--- config.mk ---
export PLATFORM = sky130hd
export DESIGN_NAME = aes_round_sequencer_flat
export DESIGN_NICKNAME = d
export VERILOG_FILES = /design/src/rtl/aes_round_sequencer_if.sv /design/src/rtl/aes_round_sequencer.sv /design/src/flat_wrapper.sv
export SDC_FILE = /design/constraint.sdc
export NUM_CORES = 1
export LEC_CHECK = 0
export ABC_AREA = 1
export ABC_CLOCK_PERIOD_IN_PS = 3190
export BUFFER_PORTS_ARGS = -buffer_cell sky130_fd_sc_hd__buf_4
export CORE_AREA = 2 2 350 352
export CTS_CLUSTER_SIZE = 30
export DETAILED_ROUTE_END_ITERATION = 6
export DIE_AREA = 0 0 352 354
export PLACE_DENSITY_LB_ADDON = 0.15
export SETUP_SLACK_MARGIN = 0.02
export SLEW_MARGIN = 5
export SYNTH_ARGS = -nofsm -noshare
export SYNTH_HDL_FRONTEND = slang
export SYNTH_SLANG_ARGS = --single-unit
export TNS_END_PERCENT = 100
--- constraint.sdc ---
create_clock -name clock -period 3.19 [get_ports clock]
set_input_delay 0.1595 -clock clock [delete_from_list [all_inputs] [get_ports clock]]
set_output_delay 0.1595 -clock clock [all_outputs]
set_load 0.03 [all_outputs]
--- src/rtl/aes_round_sequencer_if.sv ---
// Host-side bundle for the AES round sequencer: plaintext/key in, ciphertext out.
//
// Handshake semantics (both directions): a transfer happens on a rising clock
// edge where valid and ready are both 1. The producer holds valid and its data
// stable until that edge. Ready may be asserted with or without valid.
interface aes_round_sequencer_if #(
    parameter int DATA_W = 128
);
    logic              in_valid;
    logic              in_ready;
    logic [DATA_W-1:0] plaintext;
    logic [DATA_W-1:0] key;
    logic              out_valid;
    logic              out_ready;
    logic [DATA_W-1:0] ciphertext;

    // Host side: offers blocks, consumes ciphertext.
    modport master (
        output in_valid, plaintext, key, out_ready,
        input  in_ready, out_valid, ciphertext
    );

    // Sequencer side.
    modport slave (
        input  in_valid, plaintext, key, out_ready,
        output in_ready, out_valid, ciphertext
    );
endinterface

--- src/rtl/aes_round_sequencer.sv ---
// Iterative AES-128 encryption controller. Runs one round per clock through an
// external combinational round datapath and key expander, holding the running
// state and round key locally. All outputs come from registers or are decoded
// from the FSM state, so there is no combinational path from inputs to outputs.
module aes_round_sequencer #(
    parameter int NUM_ROUNDS = 10,
    parameter int DATA_W     = 128
) (
    input  logic              clock,
    input  logic              rst_n,
    aes_round_sequencer_if.slave host,
    output logic              busy,
    output logic [DATA_W-1:0] rnd_din,
    output logic [DATA_W-1:0] rnd_kin,
    output logic [3:0]        rnd_count,
    output logic              rnd_last,
    input  logic [DATA_W-1:0] rnd_dout,
    input  logic [DATA_W-1:0] rnd_kout,
    output logic [1:0]        fsm_state
);
    typedef enum logic [1:0] {
        IDLE  = 2'd0,
        ROUND = 2'd1,
        DONE  = 2'd2
    } state_t;

    localparam logic [3:0] LAST_ROUND = 4'(NUM_ROUNDS);

    state_t            state;
    state_t            state_nxt;
    logic [DATA_W-1:0] state_reg;
    logic [DATA_W-1:0] key_reg;
    logic [DATA_W-1:0] ct_reg;
    logic [3:0]        round_cnt;
    logic              accept;
    logic              step;
    logic              finish;

    // FSM state register.
    always_ff @(posedge clock or negedge rst_n) begin
        if (!rst_n) begin
            state <= IDLE;
        end else begin
            state <= state_nxt;
        end
    end

    // Next-state decode plus the load/advance/finish strobes for the datapath registers.
    always_comb begin
        state_nxt = state;
        accept    = 1'b0;
        step      = 1'b0;
        finish    = 1'b0;
        case (state)
            IDLE: begin
                if (host.in_valid) begin
                    accept    = 1'b1;
                    state_nxt = ROUND;
                end
            end
            ROUND: begin
                step = 1'b1;
                if (round_cnt == LAST_ROUND) begin
                    finish    = 1'b1;
                    state_nxt = DONE;
                end
            end
            DONE: begin
                if (host.out_ready) begin
                    state_nxt = IDLE;
                end
            end
            default: state_nxt = IDLE;
        endcase
    end

    // Running state, round key and round index. The accept cycle folds in the
    // round-0 AddRoundKey; the counter parks at the last round instead of wrapping.
    always_ff @(posedge clock or negedge rst_n) begin
        if (!rst_n) begin
            state_reg <= '0;
            key_reg   <= '0;
            round_cnt <= 4'd0;
        end else if (accept) begin
            state_reg <= host.plaintext ^ host.key;
            key_reg   <= host.key;
            round_cnt <= 4'd1;
        end else if (step) begin
            state_reg <= rnd_dout;
            key_reg   <= rnd_kout;
            if (!finish) begin
                round_cnt <= round_cnt + 4'd1;
            end
        end
    end

    // Ciphertext capture on the last round; held through any output stall.
    always_ff @(posedge clock or negedge rst_n) begin
        if (!rst_n) begin
            ct_reg <= '0;
        end else if (finish) begin
            ct_reg <= rnd_dout;
        end
    end

    // Outputs decoded from the FSM state; datapath operands are zeroed outside ROUND.
    always_comb begin
        host.in_ready   = (state == IDLE);
        host.out_valid  = (state == DONE);
        host.ciphertext = ct_reg;
        busy            = (state == ROUND);
        rnd_din         = (state == ROUND) ? state_reg : '0;
        rnd_kin         = (state == ROUND) ? key_reg : '0;
        rnd_count       = (state == ROUND) ? round_cnt : 4'd0;
        rnd_last        = (state == ROUND) && (round_cnt == LAST_ROUND);
        fsm_state       = state;
    end
endmodule

--- src/flat_wrapper.sv ---
// flat-port wrapper written by rule: the top's interface ports become plain ports
module aes_round_sequencer_flat 
#(
    parameter int NUM_ROUNDS = 10,
    parameter int DATA_W     = 128
)
  (clock, rst_n, busy, rnd_din, rnd_kin, rnd_count, rnd_last, rnd_dout, rnd_kout, fsm_state, host_in_valid, host_plaintext, host_key, host_out_ready, host_in_ready, host_out_valid, host_ciphertext);
  aes_round_sequencer_if #(.DATA_W(DATA_W)) host_i ();
  input  logic clock;
  input  logic rst_n;
  output logic busy;
  output logic [DATA_W-1:0] rnd_din;
  output logic [DATA_W-1:0] rnd_kin;
  output logic [3:0] rnd_count;
  output logic rnd_last;
  input  logic [DATA_W-1:0] rnd_dout;
  input  logic [DATA_W-1:0] rnd_kout;
  output logic [1:0] fsm_state;
  input wire logic [$bits(host_i.in_valid)-1:0] host_in_valid;
  input wire logic [$bits(host_i.plaintext)-1:0] host_plaintext;
  input wire logic [$bits(host_i.key)-1:0] host_key;
  input wire logic [$bits(host_i.out_ready)-1:0] host_out_ready;
  output wire logic [$bits(host_i.in_ready)-1:0] host_in_ready;
  output wire logic [$bits(host_i.out_valid)-1:0] host_out_valid;
  output wire logic [$bits(host_i.ciphertext)-1:0] host_ciphertext;
  assign host_i.in_valid = host_in_valid;
  assign host_i.plaintext = host_plaintext;
  assign host_i.key = host_key;
  assign host_i.out_ready = host_out_ready;
  assign host_in_ready = host_i.in_ready;
  assign host_out_valid = host_i.out_valid;
  assign host_ciphertext = host_i.ciphertext;
  aes_round_sequencer #(.NUM_ROUNDS(NUM_ROUNDS), .DATA_W(DATA_W)) u_core (.clock(clock), .rst_n(rst_n), .host(host_i), .busy(busy), .rnd_din(rnd_din), .rnd_kin(rnd_kin), .rnd_count(rnd_count), .rnd_last(rnd_last), .rnd_dout(rnd_dout), .rnd_kout(rnd_kout), .fsm_state(fsm_state));
endmodule
==> results of run 1 <==
==> cell type report <==
cell class,instances,share of cell area
Clock buffer,78,0.04244
Antenna cell,2,0.0001389
Clock inverter,15,0.005001
Multi-Input combinational cell,1695,0.2146
Inverter,394,0.04147
Timing Repair Buffer,1544,0.3690
Sequential cell,390,0.2709
Tap cell,1625,0.05644
==> worst min path at each step <==
stage                             from              endpoint  slack [ps]  cells after the start
floorplan                        rst_n   u_core.fsm_state[0]        -140                      0
global placement                 rst_n  u_core.state_reg[47]         260                      1
detailed placement               rst_n  u_core.state_reg[49]         260                      1
CTS                 host_plaintext[36]  u_core.state_reg[36]         0.3                      4
global route        host_plaintext[36]  u_core.state_reg[36]          30                      4
finish                     host_key[0]   u_core.state_reg[0]          60                      4
==> critical path, cell delays in order, from the launching register on <==
cell and delay, ps:
dfrtp_1 400, inv_1 270, nand2_8 290, inv_6 530, buf_12 290, nand2_1 90
nand3_1 100, dlygate4sd3_1 560
==> cell usage after synthesis <==
master | instances | area, sq um
o21ai_2 | 1 | 8.760
nand2_4 | 1 | 11.26
nand2_1 | 777 | 2917
buf_2 | 76 | 380.4
buf_8 | 12 | 180.2
o21ai_1 | 196 | 980.9
nand3_1 | 133 | 665.6
nand2_2 | 1 | 6.260
dfrtp_1 | 390 | 9759
buf_12 | 1 | 20.02
o21ai_0 | 189 | 945.9
ha_1 | 2 | 25.02
o31ai_1 | 1 | 7.510
nor2_1 | 263 | 987.2
inv_1 | 391 | 1468
clkbuf_1 | 40 | 150.1
buf_4 | 3 | 22.52
xor2_1 | 129 | 1130
inv_2 | 3 | 11.26
clkbuf_2 | 9 | 45.04
nor2_2 | 2 | 12.51
buf_6 | 14 | 157.7
==> cell families after synthesis <==
group / after synthesis / synth area share
buf+inv: 549 / 0.1224
xor+xnor: 129 / 0.05680
flops: 390 / 0.4906
fa+ha+maj: 2 / 0.001258
simple gates: 1177 / 0.2312
compound gates: 387 / 0.09769
==> timing repair <==
item | 4_1_cts | 5_1_grt
endpoints found under the setup margin | 0 | 0
hold endpoints to repair | 448 | 0
hold buffers | 588 | 0
==> metal layers <==
layer / vias to the layer above / GRT usage
met4: 2 / 0.05828
met2: 616 / 0.2798
met5: - / 0
li1: 10870 / -
met3: 157 / 0.03758
met1: 10530 / 0.1894
==> through the flow <==
step                      std cells  total power [mW]  hold WS, ps  setup slack (ps)    util
final                          5743             35.83        55.02             434.9  0.2980
after global routing           5743             38.15        33.75             234.7  0.2980
after CTS                      5741             36.39       0.3209             358.2  0.2979
after detailed placement       5060             28.50        257.7             913.6  0.2351
after global placement         5060             28.49        260.7             969.0  0.2351
after floorplan                2634             20.00       -136.1              1293       -
==> report_power, final <==
part | internal (mW) | total (mW) | switching [mW]
registers | 7.42 | 8.85 | 1.43
clock network | 3.54 | 6.03 | 2.49
logic | 7.61 | 21.0 | 13.3
==> impl_results.md, run 1 <==
- Met2 WL: 51.09 mm
- TritonCTS Buffers: 52
- Relative slew margins: 0.4713
- Met3 WL: 5.966 mm
- # resized after CTS: 0
- Root Buffer: clkbuf_16
- Distinct cells, synth: 22
- Post-CTS Setup Repair Bufs: 0
- Longest Clk Path Bufs: 3
- Routed WL: 102.8 mm
- Chip height: 354 um
- Dpl hpwl: 75.53 mm
- DRT Pass-1 Iters: 5
- FF+latch count, synth: 390
- Total GRT Usage: 0.1598
- Worst VDD drop: 411.6 uV
- Die X: 352 um
- Cells after Synth: 2634
- Crit-path max FO: 52
- Drt drc: 0
- Placed Area: 28430 sq um
- Fillcell total: 13.37k
- H-tree depth: 2
- Ratio of final minimum period to clock period: 0.8637
- Largest net degree at the start of global routing: 116
- Final setup fails: 0
- Area of the die: 124600 sq um
- Initial Util: 0.1645
- Mapped Nets: 3152
- Crit path from: u_core.fsm_state[1]
- Slew Limit Fails: 0
- Synth warn: 0
- Core area: 120900 sq um
- Hold violation count in the final report: 0
- Area grow syn2layout: 81.12%
- WP data required: 3730 ps
- Initial antenna violation count: 8
- Multi-input gate area: 7731 sq um
- Area of the mapped netlist: 19890 sq um
- R2R Path Start: u_core.fsm_state[1]
- Nets: 4595
- Highest metal used: met5
- Status: completed
- Skew final: 29.91 ps
- CTS sink count: 390
- Vias in the first global route: 23.17k
- Via count: 22.17k
- Post-route ant nets: 0
- # Max-Cap Violations: 0
- CP startpoint kind: flip-flop
- Reg2Reg Depth: 7
- # rows: 128
- Most common cell after layout, fill and taps aside: buf_4
- Routed len/inst: 17.90 um
- Critical Path AT: 3290 ps
- Register Area: 9759 sq um
- GPL Wtd Cong: 0.8681
- Commonest cells after routing, fill and taps aside: 937 x buf_4, 777 x nand2_1, 588 x dlygate4sd3_1
- M1 wire length: 42.08 mm
- Final worst path period need: 2755 ps
- PwrDens: 994.5 nW/um^2
- Port Buf Inserts: 909
- DR iter-0 viols: 1254
- Clock transition at path regs: 60 ps
- CTS tree: done
- First-pass GRT wire length: 150.4 mm
- Worst Setup Path Type: reg2reg
- Clk_lat worst skew: 630 ps
- Critical path capture point: u_core.key_reg[102]
- Syn Area/Cell: 7.552 sq um
- FMAX: 363.0 MHz
- Class of the worst hold path: in2reg
- Worst-Margin Slew: 793.0 ps
- LEAKAGE: 18.49 nW
- GRT overflow: 0
- Io pins: 910
- Final TNS setup: 0 ps
- RSZ-0062 raised after global routing: no
- Reg-to-Reg End: u_core.key_reg[102]
- Post-route cell area: 36030 sq um
- Share of cells above drive strength 1: 0.2539
- Crit. End Element: flip-flop
- Sequential fraction of the synthesis area: 0.4906
- DR vias/cell: 3.860
- R2r setup slk: 430 ps
Note: power is estimated with default switching activity, not from simulation.
==> run 2: changes to the inputs <==
ABC_CLOCK_PERIOD_IN_PS = 2900   (was 3190)
PLACE_DENSITY_LB_ADDON = not set   (was 0.15)
clock period = 2.9 ns   (was 3.19 ns; I/O delays follow)
==> run 2 against run 1 <==
Effect of this change: final area decreased by 0.17%; combinational power is 10% higher; critical path type unchanged; clock power grew 2%; largest cell class unchanged; register-to-register slack got worse by 220 ps; global-route usage fell by 0.71 points; largest power group unchanged; hold slack got worse by 37 ps.
==> impl_results.md, run 2 (same netlist as run 1, synthesis figures left out) <==
- Status: completed
- Class of the worst hold path: in2reg
- Slowest-stage cell, CP: dlygate4sd3_1
- Chip height: 354 um
- Longest Clk Path Bufs: 3
- Dpl hpwl: 69.81 mm
- Total GRT Usage: 0.1526
- LEAKAGE: 18.47 nW
- R2r setup slk: 210 ps
- Final setup fails: 0
- Fillcell total: 12.70k
- Share of cells above drive strength 1: 0.2542
- Hold violation count in the final report: 0
- Root Buffer: clkbuf_16
- Area grow syn2layout: 80.82%
- GPL Wtd Cong: 0.9408
- Port Buf Inserts: 909
- Core area: 120900 sq um
- WP data required: 3450 ps
- Initial Util: 0.1645
- CP startpoint kind: flip-flop
- Crit-path max FO: 47
- Skew final: 14.14 ps
- First-pass GRT wire length: 147.0 mm
- Ratio of final minimum period to clock period: 0.9266
- TritonCTS Buffers: 49
- Nets: 4596
- Drt drc: 0
- CP max stage delay: 560 ps
- PwrDens: 1086 nW/um^2
- CTS sink count: 390
- Worst path bufs/invs: 3
- Clk_lat worst skew: 610 ps
- Register Area: 9759 sq um
- # rows: 128
- RSZ-0062 raised after global routing: no
- # Max-Cap Violations: 0
- GRT overflow: 0
- Critical Path AT: 3230 ps
- CTS tree: done
- Largest net degree at the start of global routing: 135
- Crit. End Element: flip-flop
- DP Worst Slack: 575.9 ps
- Top Family by Delay on Critical Path: buffers and inverters
- Post-route ant nets: 0
- Most common cell after layout, fill and taps aside: buf_4
- Final TNS setup: 0 ps
- Relative slew margins: 0.3095
- Slew Limit Fails: 0
- CP Cell Sequence: nor2_2 > nand2_8 > inv_8 > buf_12 > nand2_1 > nand3_1 > dlygate4sd3_1
- Vias in the first global route: 24.22k
- Clock transition at path regs: 60 ps
- Routed len/inst: 17.29 um
- DR vias/cell: 4.069
- DRT Pass-1 Iters: 5
- Worst Setup Path Type: reg2reg
- Die X: 352 um
- Routed WL: 99.29 mm
- Area of the die: 124600 sq um
- Worst-Margin Slew: 1036 ps
- H-tree depth: 2
- Worst setup margin: 212.8 ps
- Commonest cells after routing, fill and taps aside: 940 x buf_4, 777 x nand2_1, 583 x dlygate4sd3_1
- Final worst path period need: 2687 ps
- Post-CTS Setup Repair Bufs: 0
- FMAX: 372.1 MHz
- DR iter-0 viols: 1853
- Io pins: 910
- Via count: 23.37k
- Worst VDD drop: 611.4 uV
- Initial antenna violation count: 12
- Multi-input gate area: 7731 sq um
run 2: cell count changes in the layout (fill, tap and decap cells not counted), sizes merged:
cell	previous run	this run
inv	395	396
buf	956	965
clkinvlp	3	1
dlygate4sd3	588	583
diode	2	7
clkbuf	78	69
bufinv	3	4
run 2: metrics by stage:
step / cells / area [sq um] / power, mW / hold slack [ps] / util
final: 5743 / 35970 / 39.05 / 17.56 / 0.2975
after global routing: 5742 / 35960 / 41.30 / 35.70 / 0.2974
after CTS: 5736 / 35940 / 39.11 / 6.071 / 0.2972
after detailed placement: 5069 / 28550 / 31.02 / 258.9 / 0.2361
after global placement: 5069 / 28550 / 30.86 / 250.1 / 0.2361
after floorplan: 2634 / 19890 / 22.00 / -150.6 / -
run 2: tightest hold or removal path, cell delays in order:
cell,delay (ps)
buf_4,100
xor2_1,140
o21ai_1,130
nand2_1,60
run 2: power by group:
part           switching (mW)  leakage (nW)  total [mW]  internal [mW]
combinational            14.6          13.1        23.1           8.51
clock                    2.52         0.767        6.14           3.62
sequential               1.65          4.63        9.82           8.16
total                    18.7          18.5        39.0           20.3
run 2: repair_timing:
| action | 4_1_cts | 5_1_grt |
|---|---|---|
| hold endpoints to repair | 432 | 0 |
| setup endpoints to repair | 0 | 31 |
| hold buffers | 583 | 0 |
| gates resized for setup | 0 | 3 |
run 2: final timing paths:
check                                       from                    endpoint  cells after the start
setup / recovery             u_core.fsm_state[0]          u_core.key_reg[82]                      7
hold / removal                      host_key[50]        u_core.state_reg[50]                      4
setup reg to reg             u_core.fsm_state[0]          u_core.key_reg[82]                      7
max in group asynchronous                  rst_n        u_core.state_reg[99]                      3
min in group asynchronous                  rst_n  u_core.host.ciphertext[59]                      2
hold reg to reg            u_core.state_reg[108]       u_core.state_reg[108]                      2
run 2: layer usage:
metal	GRT usage	up-vias	wire length (um)
li1	-	10870	-
met1	0.1904	11160	41420
met2	0.2490	1070	46330
met3	0.03052	270	6266
met4	0.07948	2	5259
met5	0	-	12
run 2: cell type report:
| class | instances | share of cell area |
|---|---|---|
| diodes | 7 | 0.0004870 |
| clock inverters | 15 | 0.005149 |
| inverters | 394 | 0.04168 |
| clock buffers | 69 | 0.03813 |
| flip-flops and latches | 390 | 0.2713 |
| multi-input cells | 1695 | 0.2150 |
| well taps | 1625 | 0.05653 |
| repair buffers | 1548 | 0.3717 |
==> run 3: changes to the inputs <==
ABC_AREA = not set   (was 1)
CORE_AREA = 2 2 351 353   (was 2 2 350 352)
DIE_AREA = 0 0 353 355   (was 0 0 352 354)
==> run 3 against run 2 <==
Effect of this change: hold slack got worse by 2.5 ps; die area rose by 0.57%; synthesized area rose by 0.32%; non-clock buffer count rose by 59; maximum frequency fell by 1.8%; clock skew rose by 11 ps; critical endpoint is now rnd_kin[124]; clock-buffer cell count rose by 2.
==> impl_results.md, run 3 <==
- Final Total Pwr: 40.53 mW
- RSZ-0062 raised after global routing: no
- Crit. End Element: primary output
- Root Buffer: clkbuf_16
- Final setup fails: 0
- Final TNS setup: 0 ps
- Area of the mapped netlist: 19960 sq um
- CP startpoint kind: flip-flop
- LEAKAGE: 16.92 nW
- Port Buf Inserts: 909
- GRT overflow: 0
- Dpl hpwl: 81.74 mm
- CTS tree: done
- DRT Pass-1 Iters: 5
- Vias in the first global route: 22.11k
- Worst Setup Path Type: reg2out
- Register Area: 9767 sq um
- CP max stage delay: 580 ps
- Core area: 121400 sq um
- Io pins: 910
- DR iter-0 viols: 1440
- H-tree depth: 2
- Hold path start: host_key[74]
- Met2 usage: 0.2895
- CP Cell Sequence: nand2b_4 > clkinv_16 > buf_12 > and2_1 > buf_4
- Area of the die: 125300 sq um
- Skew final: 24.98 ps
- Asr flop ratio synth: 1.000
- Cell taking the most area after synthesis: dfrtp_1
- Chip height: 355 um
- Reg-to-Reg End: u_core.state_reg[82]
- Post-route ant nets: 0
- Largest net degree at the start of global routing: 94
- Met1 Use GR: 0.2054
- Worst VDD drop: 812.2 uV
- Worst Hold Depth: 4
- PwrDens: 1104 nW/um^2
- Via count: 20.84k
- CTS sink count: 390
- Mapped Nets: 2365
- Fin util: 0.3024
- GR met3 Demand/Resource: 0.04118
- Sequential fraction of the synthesis area: 0.4891
- TritonCTS Buffers: 49
- WP data required: 2760 ps
- First-pass GRT wire length: 155.7 mm
- Initial Util: 0.1644
- Share of cells above drive strength 1: 0.3511
- Total GRT Usage: 0.1696
- Commonest cells after routing, fill and taps aside: 959 x buf_4, 629 x dlygate4sd3_1, 388 x dfrtp_1
- Initial antenna violation count: 32
- Die X: 353 um
- Clk_lat worst skew: 630 ps
- Distinct cells, synth: 33
- GR peak layer: met2
- Clock transition at path regs: 60 ps
- FMAX: 365.4 MHz
- Worst-Margin Slew: 962.3 ps
- Layout Cells excl Fill: 5044
- Relative slew margins: 0.3585
- Syn Area/Cell: 10.80 sq um
- Top Family by Delay on Critical Path: buffers and inverters
- R2r setup slk: 270 ps
- Longest Clk Path Bufs: 3
- Post-synth EDFFs: 0
- # Max-Cap Violations: 0
- FF+latch count, synth: 390
- Area grow syn2layout: 83.94%
- Synth warn: 0
- Main synth FF type: dfrtp_1
- Final worst path period need: 2737 ps
- Routed len/inst: 22.02 um
- Hold Path End: u_core.state_reg[74]
- Drt drc: 0
- DR vias/cell: 4.132
- Most common cell after layout, fill and taps aside: buf_4
- # rows: 128
- Cells after Synth: 1847
- GPL Wtd Cong: 0.9306
- Class of the worst hold path: in2reg
- R2R Path Start: u_core.fsm_state[1]
- Routed WL: 111.1 mm
- Fillcell total: 12.44k
- Hold violation count in the final report: 0
- Slowest-stage cell, CP: dfrtp_4
- Area share of the largest cell type after synthesis: 0.4891
- Slew Limit Fails: 0
- Worst path bufs/invs: 3
- Status: completed
- Reg2Reg Depth: 5
- Nets: 3881
- Count leader, synth: dfrtp_1
- Multi-input gate area: 9264 sq um
- Synth cell count leaders: 390 x dfrtp_1, 258 x and2_1, 257 x nand2_1
- Critical Path AT: 2590 ps
- Inst Count DP: 4307
- Ranking of synthesized cells by area: dfrtp_1 49%, and2_1 8.1%, mux2_4 7.5%
- Ratio of final minimum period to clock period: 0.9438
- Crit-path max FO: 57
- Post-CTS Setup Repair Bufs: 0
run 3: changes by cell type in the layout (fill, tap and decap cells not counted), sizes merged, moves of 13 or more:
cell         previous run  this run
a22oi                   0       128
and2                    0       258
buf                   965       978
dlygate4sd3           583       629
inv                   396        10
mux2                    0       129
mux2i                   0       128
nand2                 779       257
nand3                 133         2
nor2                  265         6
o21ai                 386       257
run 3: how the worst max path moves through the flow:
stage / depth (start not counted) / start / endpoint
after floorplan: 6 / u_core.fsm_state[1] / rnd_din[117]
after global routing: 5 / u_core.fsm_state[0] / rnd_kin[124]
after CTS: 5 / u_core.fsm_state[1] / rnd_kin[124]
final: 5 / u_core.fsm_state[0] / rnd_kin[124]
after global placement: 5 / u_core.fsm_state[1] / rnd_kin[124]
after detailed placement: 5 / u_core.fsm_state[1] / rnd_kin[124]
run 3: area by class of cell:
type,instances,area share
Timing Repair Buffer,1607,0.3779
Sequential cell,390,0.2661
Multi-Input combinational cell,1309,0.2524
Tap cell,1625,0.05539
Clock buffer,71,0.03811
Clock inverter,21,0.007636
Inverter,5,0.001227
Antenna cell,15,0.001023
Timing Repair inverter,1,0.0002386
run 3: tightest hold or removal path, stage by stage:
cell and delay (ps):
buf_4 120, xor2_1 150, nand2_1 100, o21ai_1 60
run 3: where the power goes:
group	leakage (nW)	switching [mW]	internal, mW	total, mW
Sequential	4.65	1.62	7.88	9.50
Combinational	11.4	14.3	10.2	24.5
Clock	0.824	2.72	3.82	6.54
run 3: kinds of logic after synthesis:
kind of cell	share of synthesized area
flops	0.4891
compound gates	0.1150
simple gates	0.1351
mux	0.1558
buf+inv	0.04765
xor+xnor	0.05618
fa+ha+maj	0.001254
run 3: layer usage:
layer / share of wire / routed length [um]
met3: 0.070 / 7769
met1: 0.40 / 44700
met2: 0.49 / 54320
met5: 0.00078 / 87
met4: 0.038 / 4198
run 3: repair_timing:
action,in CTS,in global routing
resized for setup,0,1
gates cloned,1,0
hold buffers,629,0
hold endpoints to repair,454,0
setup endpoints to repair,9,1
run 3: metrics by stage:
step           area, sq um  worst slack (ps)  hold slack (ps)
2_1_floorplan        19960             937.7           -150.6
3_3_place_gp         28670             696.0            266.5
3_5_place_dp         28670             619.9            281.2
4_1_cts              36660             73.89            4.266
5_1_grt              36700             33.10            28.64
6_report             36710             162.9            15.01
